## src/rtl/mc_pkg.sv

```systemverilog
// rtl/mc_pkg.sv - shared types and encodings for the multicycle controller
package mc_pkg;

  typedef enum logic [3:0] {
    FETCH, DECODE, MEMADR, MEMREAD, MEMWB, MEMWRITE, EXECUTER, EXECUTEI,
    ALUWB, BRANCH, JAL, LUI, JALR1, JALR2, JALR3
  } state_t;

  localparam logic [6:0] OP_LOAD   = 7'b0000011;
  localparam logic [6:0] OP_STORE  = 7'b0100011;
  localparam logic [6:0] OP_RTYPE  = 7'b0110011;
  localparam logic [6:0] OP_ITYPE  = 7'b0010011;
  localparam logic [6:0] OP_BRANCH = 7'b1100011;
  localparam logic [6:0] OP_JAL    = 7'b1101111;
  localparam logic [6:0] OP_LUI    = 7'b0110111;
  localparam logic [6:0] OP_JALR   = 7'b1100111;

  localparam logic [2:0] ALU_ADD  = 3'b000;
  localparam logic [2:0] ALU_SUB  = 3'b001;
  localparam logic [2:0] ALU_AND  = 3'b010;
  localparam logic [2:0] ALU_OR   = 3'b011;
  localparam logic [2:0] ALU_XOR  = 3'b100;
  localparam logic [2:0] ALU_SLT  = 3'b101;
  localparam logic [2:0] ALU_SLTU = 3'b110;

  localparam logic [2:0] IMM_I = 3'b000;
  localparam logic [2:0] IMM_S = 3'b001;
  localparam logic [2:0] IMM_B = 3'b010;
  localparam logic [2:0] IMM_J = 3'b011;
  localparam logic [2:0] IMM_U = 3'b100;

  localparam logic [1:0] RES_ALUOUT    = 2'b00;
  localparam logic [1:0] RES_DATA      = 2'b01;
  localparam logic [1:0] RES_ALURESULT = 2'b10;
  localparam logic [1:0] RES_IMMEXT    = 2'b11;

  localparam logic [1:0] SRCA_PC    = 2'b00;
  localparam logic [1:0] SRCA_OLDPC = 2'b01;
  localparam logic [1:0] SRCA_REG   = 2'b10;

  localparam logic [1:0] SRCB_REG  = 2'b00;
  localparam logic [1:0] SRCB_IMM  = 2'b01;
  localparam logic [1:0] SRCB_FOUR = 2'b10;

  localparam logic [1:0] ALUOP_ADD   = 2'b00;
  localparam logic [1:0] ALUOP_SUB   = 2'b01;
  localparam logic [1:0] ALUOP_FUNCT = 2'b10;

  // Branch condition from funct3; the reduced set keeps only beq.
  function automatic logic branch_taken(input logic [2:0] f3, input logic zero,
                                        input logic lt, input logic ltu,
                                        input logic ext);
    logic t;
    t = 1'b0;
    if (!ext) begin
      t = (f3 == 3'b000) && zero;
    end else begin
      case (f3)
        3'b000:  t = zero;
        3'b001:  t = !zero;
        3'b100:  t = lt;
        3'b101:  t = !lt;
        3'b110:  t = ltu;
        3'b111:  t = !ltu;
        default: t = 1'b0;
      endcase
    end
    return t;
  endfunction

endpackage

```

## src/rtl/multicycle_controller_if.sv

```systemverilog
// rtl/multicycle_controller_if.sv - instruction fields, flags and control strobes
interface multicycle_controller_if;
  logic [6:0] op;
  logic [2:0] funct3;
  logic       funct7b5;
  logic       Zero;
  logic       Lt;
  logic       Ltu;
  logic       PCWrite;
  logic       AdrSrc;
  logic       MemWrite;
  logic       IRWrite;
  logic [1:0] ResultSrc;
  logic [1:0] ALUSrcA;
  logic [1:0] ALUSrcB;
  logic [2:0] ImmSrc;
  logic       RegWrite;
  logic [2:0] ALUControl;
  logic       Illegal;

  modport master (
    input  op, funct3, funct7b5, Zero, Lt, Ltu,
    output PCWrite, AdrSrc, MemWrite, IRWrite, ResultSrc, ALUSrcA, ALUSrcB,
           ImmSrc, RegWrite, ALUControl, Illegal
  );

  modport slave (
    output op, funct3, funct7b5, Zero, Lt, Ltu,
    input  PCWrite, AdrSrc, MemWrite, IRWrite, ResultSrc, ALUSrcA, ALUSrcB,
           ImmSrc, RegWrite, ALUControl, Illegal
  );
endinterface

```

## src/rtl/mc_alu_decoder.sv

```systemverilog
// rtl/mc_alu_decoder.sv - maps ALUOp and funct fields to the ALU operation
module mc_alu_decoder
  import mc_pkg::*;
(
  input  logic [1:0] aluop,
  input  logic [2:0] funct3,
  input  logic       op5,
  input  logic       funct7b5,
  output logic [2:0] alucontrol
);

  always_comb begin
    alucontrol = ALU_ADD;
    case (aluop)
      ALUOP_ADD: alucontrol = ALU_ADD;
      ALUOP_SUB: alucontrol = ALU_SUB;
      ALUOP_FUNCT: begin
        case (funct3)
          3'b000:  alucontrol = (op5 && funct7b5) ? ALU_SUB : ALU_ADD;
          3'b010:  alucontrol = ALU_SLT;
          3'b011:  alucontrol = ALU_SLTU;
          3'b100:  alucontrol = ALU_XOR;
          3'b110:  alucontrol = ALU_OR;
          3'b111:  alucontrol = ALU_AND;
          default: alucontrol = ALU_ADD;
        endcase
      end
      default: alucontrol = ALU_ADD;
    endcase
  end

endmodule

```

## src/rtl/multicycle_controller.sv

```systemverilog
// rtl/multicycle_controller.sv - Moore FSM sequencing the multicycle RV32I datapath
module multicycle_controller
  import mc_pkg::*;
#(
  parameter bit ENABLE_BRANCH_EXT = 1'b1,
  parameter bit ENABLE_LUI        = 1'b1,
  parameter bit ENABLE_JALR       = 1'b1
) (
  input logic                    clk,
  input logic                    reset,
  multicycle_controller_if.master ctrl
);

  state_t     state_q, state_d, state_eff;
  logic       op_legal;
  logic       taken;
  logic       pc_update, branch, ir_write, mem_write, reg_write, adr_src;
  logic [1:0] result_src, alu_src_a, alu_src_b, alu_op;
  logic [2:0] imm_src, alu_control;

  always_ff @(posedge clk) begin
    if (reset) state_q <= FETCH;
    else       state_q <= state_d;
  end

  always_comb begin
    op_legal = 1'b0;
    case (ctrl.op)
      OP_LOAD, OP_STORE, OP_RTYPE, OP_ITYPE, OP_BRANCH, OP_JAL: op_legal = 1'b1;
      OP_LUI:  op_legal = ENABLE_LUI;
      OP_JALR: op_legal = ENABLE_JALR;
      default: op_legal = 1'b0;
    endcase
  end

  always_comb begin
    state_d = FETCH;
    case (state_q)
      FETCH: state_d = DECODE;
      DECODE: begin
        if (!op_legal) begin
          state_d = FETCH;
        end else begin
          case (ctrl.op)
            OP_LOAD, OP_STORE: state_d = MEMADR;
            OP_RTYPE:          state_d = EXECUTER;
            OP_ITYPE:          state_d = EXECUTEI;
            OP_BRANCH:         state_d = BRANCH;
            OP_JAL:            state_d = JAL;
            OP_LUI:            state_d = LUI;
            OP_JALR:           state_d = JALR1;
            default:           state_d = FETCH;
          endcase
        end
      end
      MEMADR:   state_d = ctrl.op[5] ? MEMWRITE : MEMREAD;
      MEMREAD:  state_d = MEMWB;
      EXECUTER: state_d = ALUWB;
      EXECUTEI: state_d = ALUWB;
      JAL:      state_d = ALUWB;
      JALR1:    state_d = JALR2;
      JALR2:    state_d = JALR3;
      default:  state_d = FETCH;
    endcase
  end

  // Reset overrides the held state so outputs show the fetch decode immediately.
  assign state_eff = reset ? FETCH : state_q;

  always_comb begin
    pc_update  = 1'b0;
    branch     = 1'b0;
    ir_write   = 1'b0;
    mem_write  = 1'b0;
    reg_write  = 1'b0;
    adr_src    = 1'b0;
    result_src = RES_ALUOUT;
    alu_src_a  = SRCA_PC;
    alu_src_b  = SRCB_REG;
    alu_op     = ALUOP_ADD;
    case (state_eff)
      FETCH: begin
        ir_write   = 1'b1;
        alu_src_b  = SRCB_FOUR;
        result_src = RES_ALURESULT;
        pc_update  = 1'b1;
      end
      DECODE: begin
        alu_src_a = SRCA_OLDPC;
        alu_src_b = SRCB_IMM;
      end
      MEMADR: begin
        alu_src_a = SRCA_REG;
        alu_src_b = SRCB_IMM;
      end
      MEMREAD: adr_src = 1'b1;
      MEMWB: begin
        result_src = RES_DATA;
        reg_write  = 1'b1;
      end
      MEMWRITE: begin
        adr_src   = 1'b1;
        mem_write = 1'b1;
      end
      EXECUTER: begin
        alu_src_a = SRCA_REG;
        alu_op    = ALUOP_FUNCT;
      end
      EXECUTEI: begin
        alu_src_a = SRCA_REG;
        alu_src_b = SRCB_IMM;
        alu_op    = ALUOP_FUNCT;
      end
      ALUWB: reg_write = 1'b1;
      JAL: begin
        alu_src_a = SRCA_OLDPC;
        alu_src_b = SRCB_FOUR;
        pc_update = 1'b1;
      end
      BRANCH: begin
        alu_src_a = SRCA_REG;
        alu_op    = ALUOP_SUB;
        branch    = 1'b1;
      end
      LUI: begin
        result_src = RES_IMMEXT;
        reg_write  = 1'b1;
      end
      JALR1: begin
        alu_src_a = SRCA_OLDPC;
        alu_src_b = SRCB_FOUR;
      end
      // link write and target add share a cycle; A already holds rs1
      JALR2: begin
        reg_write = 1'b1;
        alu_src_a = SRCA_REG;
        alu_src_b = SRCB_IMM;
      end
      JALR3:   pc_update = 1'b1;
      default: pc_update = 1'b0;
    endcase
  end

  always_comb begin
    imm_src = IMM_I;
    case (ctrl.op)
      OP_STORE:  imm_src = IMM_S;
      OP_BRANCH: imm_src = IMM_B;
      OP_JAL:    imm_src = IMM_J;
      OP_LUI:    imm_src = ENABLE_LUI ? IMM_U : IMM_I;
      default:   imm_src = IMM_I;
    endcase
  end

  assign taken = branch_taken(ctrl.funct3, ctrl.Zero, ctrl.Lt, ctrl.Ltu, ENABLE_BRANCH_EXT);

  mc_alu_decoder u_alu_dec (
    .aluop      (alu_op),
    .funct3     (ctrl.funct3),
    .op5        (ctrl.op[5]),
    .funct7b5   (ctrl.funct7b5),
    .alucontrol (alu_control)
  );

  assign ctrl.PCWrite    = !reset && (pc_update || (branch && taken));
  assign ctrl.IRWrite    = !reset && ir_write;
  assign ctrl.MemWrite   = !reset && mem_write;
  assign ctrl.RegWrite   = !reset && reg_write;
  assign ctrl.Illegal    = !reset && (state_eff == DECODE) && !op_legal;
  assign ctrl.AdrSrc     = adr_src;
  assign ctrl.ResultSrc  = result_src;
  assign ctrl.ALUSrcA    = alu_src_a;
  assign ctrl.ALUSrcB    = alu_src_b;
  assign ctrl.ImmSrc     = imm_src;
  assign ctrl.ALUControl = alu_control;

endmodule

```

## src/flat_wrapper.sv

```systemverilog
// flat-port wrapper written by rule: the top's interface ports become plain ports
module multicycle_controller_flat import mc_pkg::*;
#(
  parameter bit ENABLE_BRANCH_EXT = 1'b1,
  parameter bit ENABLE_LUI        = 1'b1,
  parameter bit ENABLE_JALR       = 1'b1
)
  (clk, reset, ctrl_op, ctrl_funct3, ctrl_funct7b5, ctrl_Zero, ctrl_Lt, ctrl_Ltu, ctrl_PCWrite, ctrl_AdrSrc, ctrl_MemWrite, ctrl_IRWrite, ctrl_ResultSrc, ctrl_ALUSrcA, ctrl_ALUSrcB, ctrl_ImmSrc, ctrl_RegWrite, ctrl_ALUControl, ctrl_Illegal);
  multicycle_controller_if ctrl_i ();
  input logic clk;
  input logic reset;
  input wire logic [$bits(ctrl_i.op)-1:0] ctrl_op;
  input wire logic [$bits(ctrl_i.funct3)-1:0] ctrl_funct3;
  input wire logic [$bits(ctrl_i.funct7b5)-1:0] ctrl_funct7b5;
  input wire logic [$bits(ctrl_i.Zero)-1:0] ctrl_Zero;
  input wire logic [$bits(ctrl_i.Lt)-1:0] ctrl_Lt;
  input wire logic [$bits(ctrl_i.Ltu)-1:0] ctrl_Ltu;
  output wire logic [$bits(ctrl_i.PCWrite)-1:0] ctrl_PCWrite;
  output wire logic [$bits(ctrl_i.AdrSrc)-1:0] ctrl_AdrSrc;
  output wire logic [$bits(ctrl_i.MemWrite)-1:0] ctrl_MemWrite;
  output wire logic [$bits(ctrl_i.IRWrite)-1:0] ctrl_IRWrite;
  output wire logic [$bits(ctrl_i.ResultSrc)-1:0] ctrl_ResultSrc;
  output wire logic [$bits(ctrl_i.ALUSrcA)-1:0] ctrl_ALUSrcA;
  output wire logic [$bits(ctrl_i.ALUSrcB)-1:0] ctrl_ALUSrcB;
  output wire logic [$bits(ctrl_i.ImmSrc)-1:0] ctrl_ImmSrc;
  output wire logic [$bits(ctrl_i.RegWrite)-1:0] ctrl_RegWrite;
  output wire logic [$bits(ctrl_i.ALUControl)-1:0] ctrl_ALUControl;
  output wire logic [$bits(ctrl_i.Illegal)-1:0] ctrl_Illegal;
  assign ctrl_i.op = ctrl_op;
  assign ctrl_i.funct3 = ctrl_funct3;
  assign ctrl_i.funct7b5 = ctrl_funct7b5;
  assign ctrl_i.Zero = ctrl_Zero;
  assign ctrl_i.Lt = ctrl_Lt;
  assign ctrl_i.Ltu = ctrl_Ltu;
  assign ctrl_PCWrite = ctrl_i.PCWrite;
  assign ctrl_AdrSrc = ctrl_i.AdrSrc;
  assign ctrl_MemWrite = ctrl_i.MemWrite;
  assign ctrl_IRWrite = ctrl_i.IRWrite;
  assign ctrl_ResultSrc = ctrl_i.ResultSrc;
  assign ctrl_ALUSrcA = ctrl_i.ALUSrcA;
  assign ctrl_ALUSrcB = ctrl_i.ALUSrcB;
  assign ctrl_ImmSrc = ctrl_i.ImmSrc;
  assign ctrl_RegWrite = ctrl_i.RegWrite;
  assign ctrl_ALUControl = ctrl_i.ALUControl;
  assign ctrl_Illegal = ctrl_i.Illegal;
  multicycle_controller #(.ENABLE_BRANCH_EXT(ENABLE_BRANCH_EXT), .ENABLE_LUI(ENABLE_LUI), .ENABLE_JALR(ENABLE_JALR)) u_core (.clk(clk), .reset(reset), .ctrl(ctrl_i));
endmodule
```

## config.mk

```make
export PLATFORM = sky130hd
export DESIGN_NAME = multicycle_controller_flat
export DESIGN_NICKNAME = d
export VERILOG_FILES = /design/src/rtl/mc_pkg.sv /design/src/rtl/multicycle_controller_if.sv /design/src/rtl/mc_alu_decoder.sv /design/src/rtl/multicycle_controller.sv /design/src/flat_wrapper.sv
export SDC_FILE = /design/constraint.sdc
export NUM_CORES = 1
export LEC_CHECK = 0
export BUFFER_PORTS_ARGS = -buffer_cell sky130_fd_sc_hd__clkbuf_2
export CAP_MARGIN = 5
export CORE_MARGIN = 4
export CORE_UTILIZATION = 48
export CTS_CLUSTER_SIZE = 30
export DETAILED_ROUTE_END_ITERATION = 12
export GPL_ROUTABILITY_DRIVEN = 0
export PLACE_DENSITY_LB_ADDON = 0.25
export SYNTH_ARGS = -nofsm -noshare
export SYNTH_HDL_FRONTEND = slang
export SYNTH_SLANG_ARGS = --single-unit
```

## constraint.sdc

```tcl
create_clock -name clk -period 1.6 [get_ports clk]
set_input_delay 0.08 -clock clk [delete_from_list [all_inputs] [get_ports clk]]
set_output_delay 0.08 -clock clk [all_outputs]
set_load 0.01 [all_outputs]
```

; ---- Word level (Yosys, flattened, before mapping)
; Index checks and enable logic that the tools add are counted.
[word_totals]
reg_bits = 4
latchBits = 0
ram_bits = 0
mem_bits_ro = 0
in_bits = 16
output_inout_bits = 18
memories = 0
[op_classes]
addsub = 0
mul = 0
div_mod_pow = 0
n_lt_le_gt_ge = 0
n_eq_ne = 39
shifts = 0
muxes = 21
bitwise = 0
n_reduce_logical = 28
[ops]
columns = op, n
row1 = $pmux W4 S7, 2
row2 = $eq A4 B4 Y1 const B, 10
row3 = $eq A4 B3 Y1 const B, 6
row4 = $eq A7 B6 Y1 const B, 3
row5 = $eq A7 B7 Y1 const B, 3
row6 = $pmux W3 S6, 1
row7 = $eq A4 B2 Y1 const B, 4
row8 = $eq A3 B3 Y1 const B, 4
row9 = $pmux W2 S2, 3
row10 = $pmux W3 S4, 1
row11 = $reduce_or A3 Y1, 4
row12 = $eq A4 B1 Y1 const B, 2
row13 = $logic_and A1 B1 Y1, 8
row14 = $logic_not A4 Y1, 2
row15 = $mux W1, 8
row16 = $mux W4, 2
row17 = $reduce_or A4 Y1, 2
row18 = $reduce_or A8 Y1, 1
row19 = $eq A7 B2 Y1 const B, 1
row20 = $eq A7 B5 Y1 const B, 1
row21 = $eq A3 B2 Y1 const B, 2
row22 = $pmux W1 S6, 1
row23 = $pmux W2 S3, 1
row24 = $pmux W3 S2, 1
row25 = other kinds (9), 15

; ---- Logic depth before layout (Yosys ltp)
; Gate-level depths: netlist of the first run.
[logic_depth]
depth_word = 6
depth_mapped = 8
mapped_depth_nobuf = 7

; ---- By module
; From an unflattened synthesis of the first run, not the netlist that was laid out.
[unflattened]
cells_unflattened = 130
hier_area_um2 = 883.3
[by_module_without_submodules]
columns = module, n_inst, cells_per_inst, area_each_um2
row1 = multicycle_controller, 1, 115, 780.7
row2 = mc_alu_decoder, 1, 15, 102.6

; ---- Worst setup path before layout of the first run
; No wires, ideal clock.
[synth_timing]
kind = register to output
from = reg u_core.state_q[3]
to = out ctrl_ALUControl[1]
arrival_ns = 1.529
slack_ns = -0.009
path_stages_with_launch = 7
cell_sequence = dfxtp_1 > buf_2 > buf_2 > nand3_1 > ha_1 > nand3b_1 > a21oi_1
[synth_via]
elab_chain_cells = 6
word_cells_on_any_way = 9
[synth_lines]
columns = item, line_no
row1 = start: declaration, multicycle_controller.sv:14  ; state_t state_q, state_d, state_eff;
row2 = start signal: assignment, multicycle_controller.sv:23  ; else state_q <= state_d;
row3 = $mux W4 *, multicycle_controller.sv:68  ; assign state_eff = reset ? FETCH : state_q;
row4 = $eq A4 B3 Y1, multicycle_controller.sv:81  ; case (state_eff)
row5 = $reduce_or A2 Y1 (no source line), --
row6 = $pmux W2 S2 *, multicycle_controller.sv:81
row7 = $eq A2 B2 Y1 / $eq A2 B1 Y1 (equally long branches), mc_alu_decoder.sv:14  ; case (aluop)
row8 = $pmux W3 S2 *, mc_alu_decoder.sv:14
row9 = end: declaration, flat_wrapper.sv:27  ; output wire logic [$bits(ctrl_i.ALUControl)-1:0] ctrl_ALUControl;
; Every way passes the cells marked *; elsewhere a longest branch is shown, timed or not.

; ---- Worst setup path in the final report of the first run
[layout_timing]
from = reg u_core.state_q[1]
to = out ctrl_ALUControl[1]
; The elaborated chain is that of the path after synthesis.

==> results.yml, run 1 <==
global_routing:
  antenna_found_initial: 0
  grt_pass1_vias: 1024
  track_usage_pct: 23.5
  grt_pass1_wl_mm: 4.61
  gr-total-overflow: 0
  grt_max_degree: 19
sta:
  clock.fmax_mhz: 598
  slew_viol_final: 0
  final.setup.worst_slack_ns: -0.0733
  setup_viol: 8
  rsz0062_at_grt: "true"
  fin_skew_ns: 0.00810
  finalCritPeriodShare_pct: 105
  min_period_ns: 1.67
  hold-worst-slack_ns: 0.138
  max-slew-margin-rel_pct: 77.2
  hold_viol_final: 0
  worst_slew_pin_slew_ns: 0.342
clock_network:
  clock_latency_ns: 0.25
  h-tree-depth: 1
  cts.sinks: 4
  cts_tree: "done"
  clk_pin_slew_ns: 0.04
  cts_buffer_depth: 2
  root_buffer: "clkbuf_4"
  numCtsBuffers: 3
floorplan:
  die_w_microns: 49.9
  die-area_sq_um: 2490
  io_pins: 34
  core_area_sq_um: 1580
  start_util_pct: 53.3
  die_h_microns: 49.9
  fp-row-count: 14
yosys:
  synth-async-reset-ratio_pct: 0
  netlist-cell-type-count: 48
  synth.most_common_cell: "a21oi_1"
  synth_area_leaders: "dfxtp_1 (9.5%), a21oi_1 (7.1%), buf_2 (4.2%), xnor2_1 (4.2%), nand2_1 (4.0%)"
  syn_area_per_cell_sq_um: 6.84
  yosysSeqAreaShare_pct: 9.52
  synth_ff_type: "dfxtp_1"
  synth_edf_count: 0
  synth_common_cells: "a21oi_1 (12), nand2_1 (9), nor2_1 (9)"
  syn_inst: 123
  synth_area_leader_cell: "dfxtp_1"
  synth_nets: 141
  yosysTopAreaCellShare_pct: 9.52
  yosys_register_bits: 4
  syn-cell-area_sq_um: 841
  ys_warn_count: 0
worst_setup_path:
  cp-end-kind: "output port"
  critPathBufInv: 1
  startpoint_type: "flip-flop"
  cp.arrival_ns: 1.59
  crit_type: "flip-flop to output port"
  cp.required_ns: 1.52
  cpLargestDelayFamily: "simple AND/OR/NAND/NOR gates"
  crit_chain: "nor2b_4, and3_4, ha_4, nand3b_1, a21oi_2, buf_2"
  crit_slowest_cell: "dfxtp_4"
  slowest_delay_ns: 0.37
  cp_max_fo: 4
finish:
  layout-drive-gt1-share_pct: 47.5
  reg_top3: "u_core.state_q (4)"
  syn2layout_area_growth_pct: 43.8
  nFillCells: 118
  nets: 182
  n_antenna_cell: 0
  largest_reg_flops: 4
  top_register: "u_core.state_q"
route:
  wl_per_cell_microns: 16.5
  vias: 1106
  via_per_inst: 6.21
  drc_errors: 0
  route.antenna.remaining_nets: 0
  drtIter0Drc: 35
  routed_wl_mm: 2.93
  firstDrtPassIters: 4
place:
  dp_hpwl_mm: 1.92
  io_buffers: 33
power_and_ir_drop:
  ir_drop_uv: 384
  powerDensity_nw_per_um2: 336
  power.total_mw: 0.407
  p_leak_nw: 0.526
job:
  max-cap-violations: 0
outcome:
  violations: "setup timing"
  status: "complete, but fails checks"
min_path:
  hp-class: "primary input to flip-flop"
## path summary, 6_finish.rpt
check,start,endpoint,slack [ns],cells past startpoint
worst max-delay path,u_core.state_q[1]$_SDFF_PP0_,ctrl_ALUControl[1],-0.07,6
worst min-delay path,reset,u_core.state_q[3]$_SDFF_PP0_,0.14,2
worst max register to register,u_core.state_q[2]$_SDFF_PP0_,u_core.state_q[1]$_SDFF_PP0_,-0.04,6
worst min register to register,u_core.state_q[0]$_SDFF_PP0_,u_core.state_q[0]$_SDFF_PP0_,0.80,3
## layout by cell type, fill, tap and decap left out, types with 2 or more instances in the layout
cell type  Yosys  layout
nand2_1        9       9
buf_4          1      13
a21oi_1       12      10
o21ai_0        3       3
nor2_1         9       6
a31oi_1        4       4
xnor2_1        4       3
buf_2          7       5
nor2_2         0       3
dfxtp_4        0       3
nor4_1         5       5
a21oi_2        1       2
nand3_1        4       3
a211oi_2       2       2
nor3b_1        4       4
inv_1          8       8
clkbuf_4       0       3
nor3_1         6       5
clkbuf_2       0      28
buf_6          1       2
or3_1          3       3
o31ai_2        1       2
## final cells by class
cell class	instances	area [sq um]	share of cell area [%]
inverters	8	30.0	2.48
flip-flops and latches	4	92.6	7.66
clock buffers	3	22.5	1.86
repair buffers	48	285	23.6
multi-input cells	99	758	62.7
well taps	16	20.0	1.66
## layer usage
metal | wire, microns | track usage, % | up-vias | part of all wire [%]
li1 | - | - | 538 | -
met1 | 1230 | 27.4 | 512 | 42
met2 | 1460 | 41.6 | 46 | 50
met3 | 181 | 5.42 | 10 | 6.2
met4 | 61 | 7.83 | 0 | 2.1
met5 | 0 | 0 | - | 0
## worst register-to-register path, stage by stage (launching register included)
cell     delay (ns)
dfxtp_4        0.38
buf_4          0.16
or2b_1         0.26
buf_4          0.15
buf_4          0.14
o41a_1         0.32
o22ai_1        0.15
## logic make-up after synthesis
kind of cell,after synthesis,synth area share [%]
compound gates,36,30.4
buf+inv,20,11.3
simple gates,55,39.4
flops,4,9.52
fa+ha+maj,2,2.98
mux,1,1.19
xor+xnor,5,5.21
## through the flow
stage / utilization, % / instances / worst slack (ns) / TNS [ns] / instance area (sq um)
3_3_place_gp: 66.0 / 170 / 0.0858 / 0 / 1040
3_5_place_dp: 66.0 / 170 / 0.0424 / 0 / 1040
4_1_cts: 74.6 / 177 / -0.0663 / -0.200 / 1180
6_report: 76.7 / 178 / -0.0733 / -0.342 / 1210
5_1_grt: 76.7 / 178 / -0.149 / -0.963 / 1210
2_1_floorplan: - / 123 / 0.0122 / 0 / 845
## where the power goes
group / switching (mW) / internal, mW / total [mW]
Sequential: 0.00152 / 0.0979 / 0.0994
Clock: 0.0501 / 0.0845 / 0.135
Combinational: 0.102 / 0.0705 / 0.173
Total: 0.154 / 0.253 / 0.407
## repair_timing
item / CTS / global route
pin swaps: 11 / 1
setup endpoints to repair: 8 / 11
hold buffers: 0 / 0
buffers inserted: 4 / 1
resized for setup: 18 / 13
Power figures use the tool's default switching activity.
==> run 2: changes to the inputs <==
--- a/config.mk
+++ b/config.mk
@@ -5,14 +5,16 @@
 export SDC_FILE = /design/constraint.sdc
 export NUM_CORES = 1
 export LEC_CHECK = 0
+export ABC_AREA = 1
 export BUFFER_PORTS_ARGS = -buffer_cell sky130_fd_sc_hd__clkbuf_2
 export CAP_MARGIN = 5
 export CORE_MARGIN = 4
-export CORE_UTILIZATION = 48
+export CORE_UTILIZATION = 46
 export CTS_CLUSTER_SIZE = 30
 export DETAILED_ROUTE_END_ITERATION = 12
 export GPL_ROUTABILITY_DRIVEN = 0
 export PLACE_DENSITY_LB_ADDON = 0.25
 export SYNTH_ARGS = -nofsm -noshare
 export SYNTH_HDL_FRONTEND = slang
+export SYNTH_HIERARCHICAL = 1
 export SYNTH_SLANG_ARGS = --single-unit
==> run 2 against run 1 <==
  * Utilization decreased by 3.4 points
  * Sequential share of layout area increased by 0.50 points
  * Routed wire length decreased by 18%
  * The flow still finishes with violations (setup timing)
==> results.yml, run 2 <==
worst_setup_path:
  r2r_slack_ns: 0.29
  cp.arrival_ns: 1.61
  crit_slowest_cell: "dfxtp_4"
  crit_chain: "buf_12, nor2_2, inv_2, nor2_4, inv_2, ha_4, nor3_2, buf_2"
  r2r_end: "u_core/state_q[2]$_SDFF_PP0_"
  cp_max_fo: 3
  slowest_delay_ns: 0.35
  crit_path_frequent_cell: "inv_2"
  startpoint_type: "flip-flop"
  crit_type: "flip-flop to output port"
  cp-end-kind: "output port"
  reg2reg_from: "u_core/state_q[0]$_SDFF_PP0_"
  critPathBufInv: 4
  r2r_cells: 8
  cpLargestDelayFamily: "buffers and inverters"
  cp.required_ns: 1.52
clock_network:
  root_buffer: "clkbuf_4"
  cts.sinks: 4
  clk_pin_slew_ns: 0.04
  cts_tree: "done"
  numCtsBuffers: 3
  h-tree-depth: 1
  clock_latency_ns: 0.25
  cts_buffer_depth: 2
route:
  vias: 1072
  firstDrtPassIters: 4
  routed_wl_mm: 2.39
  drc_errors: 0
  route.antenna.remaining_nets: 0
  wl_per_cell_microns: 11.8
  drtIter0Drc: 21
  via_per_inst: 5.28
yosys:
  synth.most_common_cell: "nand2_1"
  synth-async-reset-ratio_pct: 0
  synth_nets: 159
  syn_inst: 141
  yosysSeqAreaShare_pct: 10.9
  syn_area_per_cell_sq_um: 5.20
  synth_ff_type: "dfxtp_1"
  synth_area_leader_cell: "nand2_1"
  synth_top_family_by_area: "simple AND/OR/NAND/NOR gates"
  ys_warn_count: 6
  yosys.area_share.adder_pct: 3.41
  yosys_register_bits: 4
  synthSimpleGateAreaFrac_pct: 49.0
  synth_edf_count: 0
  netlist-cell-type-count: 23
  synth_common_cells: "nand2_1 (33), inv_1 (26), nor2_1 (24)"
  yosysTopAreaCellShare_pct: 16.9
  synth_compound_area_share_pct: 19.8
  synth_area_leaders: "nand2_1 (17%), inv_1 (13%), nor2_1 (12%), dfxtp_1 (11%), o21ai_0 (6.8%)"
  synth_xor_area_share_pct: 0
  synthMuxAreaShare_pct: 0
  syn-cell-area_sq_um: 733
floorplan:
  start_util_pct: 48.7
  core_area_sq_um: 1510
  io_pins: 34
  die-area_sq_um: 2300
  die_h_microns: 47.9
  fp-row-count: 14
  die_w_microns: 47.9
global_routing:
  gr-total-overflow: 0
  grt_max_degree: 9
  antenna_found_initial: 0
  grt_pass1_vias: 879
  track_usage_pct: 20.4
  grt_pass1_wl_mm: 3.38
place:
  place_inst: 194
  dp_hpwl_mm: 1.71
  pre_cts_ws_ns: 0.0522
  io_buffers: 33
sta:
  setup_viol: 4
  fin_skew_ns: 0.00855
  max-slew-margin-rel_pct: 80.2
  rsz0062_at_grt: "true"
  setup_tns_ns: -0.257
  worst_slew_pin_slew_ns: 0.297
  final.setup.worst_slack_ns: -0.0900
  hold-worst-slack_ns: 0.106
  min_period_ns: 1.69
  clock.fmax_mhz: 592
  hold_viol_final: 0
  slew_viol_final: 0
  finalCritPeriodShare_pct: 106
finish:
  mostFrequentLayoutCells: "nand2_1 (32), clkbuf_2 (26), inv_1 (24)"
  mostFrequentLayoutCell: "nand2_1"
  layout-drive-gt1-share_pct: 41.2
  nets: 207
  largest_reg_flops: 4
  top_register: "u_core/state_q"
  syn2layout_area_growth_pct: 50.5
  n_antenna_cell: 0
  reg_top3: "u_core/state_q (4)"
  stdcell_count: 203
min_path:
  min_path_cells: 2
  hp-start: "reset"
  hp-class: "primary input to flip-flop"
  min_to: "u_core/state_q[0]$_SDFF_PP0_"
outcome:
  status: "complete, but fails checks"
  violations: "setup timing"
power_and_ir_drop:
  ir_drop_uv: 338
  powerDensity_nw_per_um2: 353
  p_leak_nw: 0.604
  power.total_mw: 0.390
job:
  max-cap-violations: 0
[run 2: cell count changes after synthesis, sizes merged, moves of 5 or more]
| cell | delta |
|---|---|
| nand3 | +5 |
| nor2 | +21 |
| nand2 | +25 |
| nor3 | -5 |
| inv | +23 |
| buf | -9 |
| o21ai | +8 |
[run 2: worst max path at each step]
stage,endpoint,cells past startpoint,startpoint,slack (ns)
global placement,ctrl_ALUControl[1],10,u_core/state_q[3]$_SDFF_PP0_,0.09
finish,ctrl_ALUControl[1],8,u_core/state_q[2]$_SDFF_PP0_,-0.09
detailed placement,ctrl_ALUControl[1],10,u_core/state_q[3]$_SDFF_PP0_,0.05
CTS,ctrl_ALUControl[1],10,u_core/state_q[3]$_SDFF_PP0_,-0.08
floorplan,ctrl_ALUControl[1],9,u_core/state_q[3]$_SDFF_PP0_,0.02
global route,ctrl_ALUControl[1],10,u_core/state_q[3]$_SDFF_PP0_,-0.16
[run 2: worst register-to-register path, delay by kind of cell, from the launching register on]
family / cells / cell delay [ns]
buffers and inverters: 4 / 0.39
AO/OA/AOI/OAI: 2 / 0.26
AND/OR/NAND/NOR: 2 / 0.21
flip-flops: 1 / 0.36
[run 2: repair_timing]
action,CTS,global route
pin swaps,6,5
hold buffers,0,0
gates resized for setup,14,17
endpoints found under the hold margin,0,0
setup endpoints to repair,7,10
setup buffers,4,2
[run 2: area by class of cell]
type                    count  area, sq um
inverters                  31          116
well taps                  16         20.0
multi-input cells         105          594
repair buffers             44          260
fillers                   128          403
clock buffers               3         22.5
flip-flops and latches      4         90.1
[run 2: logic make-up (layout without fill, tap and decap cells)]
| logic type | Yosys count | after routing |
|---|---|---|
| buffers and inverters | 32 | 78 |
| DFF | 4 | 4 |
| AOI/OAI and AO/OA | 25 | 25 |
| adders and majority gates | 2 | 2 |
| and+or+nand+nor | 78 | 78 |
[run 2: layer usage]
metal / track usage, % / up-vias / wire length [microns]
li1: - / 540 / -
met1: 22.3 / 477 / 938
met2: 39.1 / 46 / 1210
met3: 2.26 / 9 / 166
met4: 8.06 / 0 / 73
met5: 0 / - / 0
[run 2: metrics by stage]
step                      area [sq um]  util [%]
after floorplan                    733         -
after global placement             948      63.0
after detailed placement           948      63.0
after CTS                         1060      70.3
after global routing              1100      73.3
final                             1100      73.3
[run 2: power by group]
| group | switching (mW) | total [mW] | internal [mW] |
|---|---|---|---|
| clock | 0.0544 | 0.139 | 0.0848 |
| sequential | 0.00375 | 0.105 | 0.101 |
| combinational | 0.0877 | 0.146 | 0.0582 |
| total | 0.146 | 0.390 | 0.244 |
==> run 3: changes to the inputs <==
--- a/config.mk
+++ b/config.mk
@@ -5,15 +5,15 @@
 export SDC_FILE = /design/constraint.sdc
 export NUM_CORES = 1
 export LEC_CHECK = 0
-export ABC_AREA = 1
 export BUFFER_PORTS_ARGS = -buffer_cell sky130_fd_sc_hd__clkbuf_2
 export CAP_MARGIN = 5
 export CORE_MARGIN = 4
-export CORE_UTILIZATION = 46
+export CORE_UTILIZATION = 48
 export CTS_CLUSTER_SIZE = 30
 export DETAILED_ROUTE_END_ITERATION = 12
 export GPL_ROUTABILITY_DRIVEN = 0
 export PLACE_DENSITY_LB_ADDON = 0.25
+export SETUP_SLACK_MARGIN = 0.2
 export SYNTH_ARGS = -nofsm -noshare
 export SYNTH_HDL_FRONTEND = slang
 export SYNTH_HIERARCHICAL = 1
==> run 3 against run 2 <==
  * The flow still finishes with violations (setup timing)
  * Combinational power is 66% higher
  * Final area up 45%
  * Critical path depth is 2 lower
  * Sequential cell count unchanged
  * Power up 22%
  * Maximum frequency shrank 5.5%
  * Critical path type unchanged
  * Routed wire length is 91% higher
==> results.yml, run 3 <==
worst_setup_path:
  reg2reg_from: "u_core/state_q[2]$_SDFF_PP0_"
  cp-endpoint: "ctrl_AdrSrc"
  critPathBufInv: 4
  cp_max_fo: 7
  crit_path_start: "u_core/state_q[1]$_SDFF_PP0_"
  r2r_cells: 6
  cp-end-kind: "output port"
  cpLargestDelayFamily: "buffers and inverters"
  cp.required_ns: 1.52
  slowest_delay_ns: 0.38
  cp.arrival_ns: 1.71
  startpoint_type: "flip-flop"
  r2r_end: "u_core/state_q[1]$_SDFF_PP0_"
  r2r_slack_ns: 0.01
  crit_slowest_cell: "dfxtp_4"
  cp.depth: 6
  crit_type: "flip-flop to output port"
  crit_chain: "buf_6, buf_12, buf_4, xnor2_1, nor4_1, buf_2"
finish:
  stdcell_count: 207
  regArea_sq_um: 92.6
  largest_reg_flops: 4
  layout-drive-gt1-share_pct: 60.4
  reg_top3: "u_core/state_q (4)"
  top_register: "u_core/state_q"
  syn2layout_area_growth_pct: 80.7
  nFillCells: 74
  n_antenna_cell: 0
  mostFrequentLayoutCells: "clkbuf_2 (20), buf_4 (14), buf_2 (12), nor2_1 (12), buf_6 (8)"
  nets: 202
  multi_input_area_sq_um: 962
  mostFrequentLayoutCell: "clkbuf_2"
yosys:
  ys_warn_count: 6
  synth.most_common_cell: "nor2_1"
  yosys.area_share.adder_pct: 2.83
  synth_edf_count: 0
  synthSimpleGateAreaFrac_pct: 39.5
  yosys_register_bits: 4
  synthMuxAreaShare_pct: 2.27
  synth_area_leader_cell: "dfxtp_1"
  syn_area_per_cell_sq_um: 6.79
  yosysSeqAreaShare_pct: 9.07
  synth_ff_type: "dfxtp_1"
  syn_inst: 130
  synth_xor_area_share_pct: 5.95
  synth-async-reset-ratio_pct: 0
  synth_compound_area_share_pct: 29.3
  synth_common_cells: "nor2_1 (16), a21oi_1 (10), nand2b_1 (8)"
  synth_top_family_by_area: "simple AND/OR/NAND/NOR gates"
  yosysTopAreaCellShare_pct: 9.07
  netlist-cell-type-count: 43
  syn-cell-area_sq_um: 883
  synth_nets: 148
  synth_area_leaders: "dfxtp_1 (9.1%), nor2_1 (6.8%), a21oi_1 (5.7%), nand2b_1 (5.7%), o21a_1 (4.2%)"
clock_network:
  root_buffer: "clkbuf_4"
  clock_latency_ns: 0.24
  numCtsBuffers: 3
  cts_hold_buf: 0
  cts.sinks: 4
  cts_buffer_depth: 2
  cts_tree: "done"
  clk_pin_slew_ns: 0.04
  h-tree-depth: 1
sta:
  worst_slew_pin_slew_ns: 0.409
  fin_skew_ns: 0.00246
  setup_tns_ns: -0.816
  clock.fmax_mhz: 559
  rsz0062_at_grt: "true"
  finalCritPeriodShare_pct: 112
  slew_viol_final: 0
  final.setup.worst_slack_ns: -0.188
  max-slew-margin-rel_pct: 72.5
  setup_viol: 9
  hold_viol_final: 0
  min_period_ns: 1.79
floorplan:
  die-area_sq_um: 2590
  core_area_sq_um: 1730
  fp-row-count: 15
  die_h_microns: 50.9
  io_pins: 34
  die_w_microns: 50.9
  start_util_pct: 51.2
min_path:
  hp-class: "primary input to flip-flop"
power_and_ir_drop:
  ir_drop_uv: 268
  powerDensity_nw_per_um2: 298
  power.total_mw: 0.476
  p_leak_nw: 0.634
job:
  max-cap-violations: 0
global_routing:
  track_usage_pct: 28.5
  grt_pass1_vias: 1172
  gr-total-overflow: 0
  grt_max_degree: 12
  grt_pass1_wl_mm: 5.53
  antenna_found_initial: 0
place:
  place_inst: 186
  dp_hpwl_mm: 2.00
  io_buffers: 33
route:
  routed_wl_mm: 4.57
  wl_per_cell_microns: 22.1
  vias: 1371
  via_per_inst: 6.62
  drc_errors: 0
  drtIter0Drc: 79
  route.antenna.remaining_nets: 0
  firstDrtPassIters: 5
outcome:
  status: "complete, but fails checks"
  violations: "setup timing"
## run 3: cell type report
cell class	instances	share of cell area [%]
clock buffers	3	1.41
multi-input cells	108	60.3
flip-flops and latches	4	5.80
well taps	25	1.96
repair buffers	59	28.7
inverters	8	1.88
## run 3: worst min-delay path, stage by stage
cell and delay (ns):
clkbuf_2 0.16, o211ai_1 0.12, a21oi_1 0.07
## run 3: power breakdown
part / switching, mW / internal (mW) / total, mW
Combinational: 0.135 / 0.109 / 0.243
Sequential: 0.00446 / 0.0995 / 0.104
Clock: 0.0445 / 0.0841 / 0.129
Total: 0.184 / 0.292 / 0.476
## run 3: worst min path at each step
stage	start	endpoint	slack [ns]	cells past startpoint
after detailed placement	ctrl_op[5]	u_core/state_q[3]$_SDFF_PP0_	0.47	3
after CTS	ctrl_op[5]	u_core/state_q[3]$_SDFF_PP0_	0.22	3
after global placement	ctrl_op[5]	u_core/state_q[3]$_SDFF_PP0_	0.47	3
after floorplan	reset	u_core/state_q[0]$_SDFF_PP0_	0.19	1
after global routing	ctrl_op[5]	u_core/state_q[3]$_SDFF_PP0_	0.26	3
final	ctrl_op[5]	u_core/state_q[3]$_SDFF_PP0_	0.24	3
## run 3: what timing repair did
action / 4_1_cts / 5_1_grt
pin swaps: 25 / 9
cloned: 1 / 0
setup buffers: 15 / 2
resized for setup: 43 / 32
endpoints found under the setup margin: 16 / 19
## run 3: cells by family after synthesis
logic type      count (synthesis)
compound gates                 36
flops                           4
xor+xnor                        6
mux                             2
fa+ha+maj                       2
buf+inv                        18
simple gates                   62
## run 3: through the flow
step	instance area, sq um	utilization (%)	worst slack (ns)	hold slack [ns]
6_report	1600	92.5	-0.188	0.238
4_1_cts	1490	86.2	-0.0810	0.225
3_3_place_gp	1150	66.9	0.0518	0.471
3_5_place_dp	1150	66.9	-0.0214	0.472
5_1_grt	1600	92.5	-0.311	0.257
2_1_floorplan	951	-	0.201	0.190
## run 3: layer usage
layer | track usage [%] | wire length, microns | vias up | share of wire, %
met3 | 4.37 | 462 | 51 | 10
met1 | 31.2 | 1560 | 606 | 34
li1 | - | - | 582 | -
met2 | 51.5 | 2140 | 132 | 47
met5 | 0 | 0 | - | 0
met4 | 16.1 | 413 | 0 | 9.0
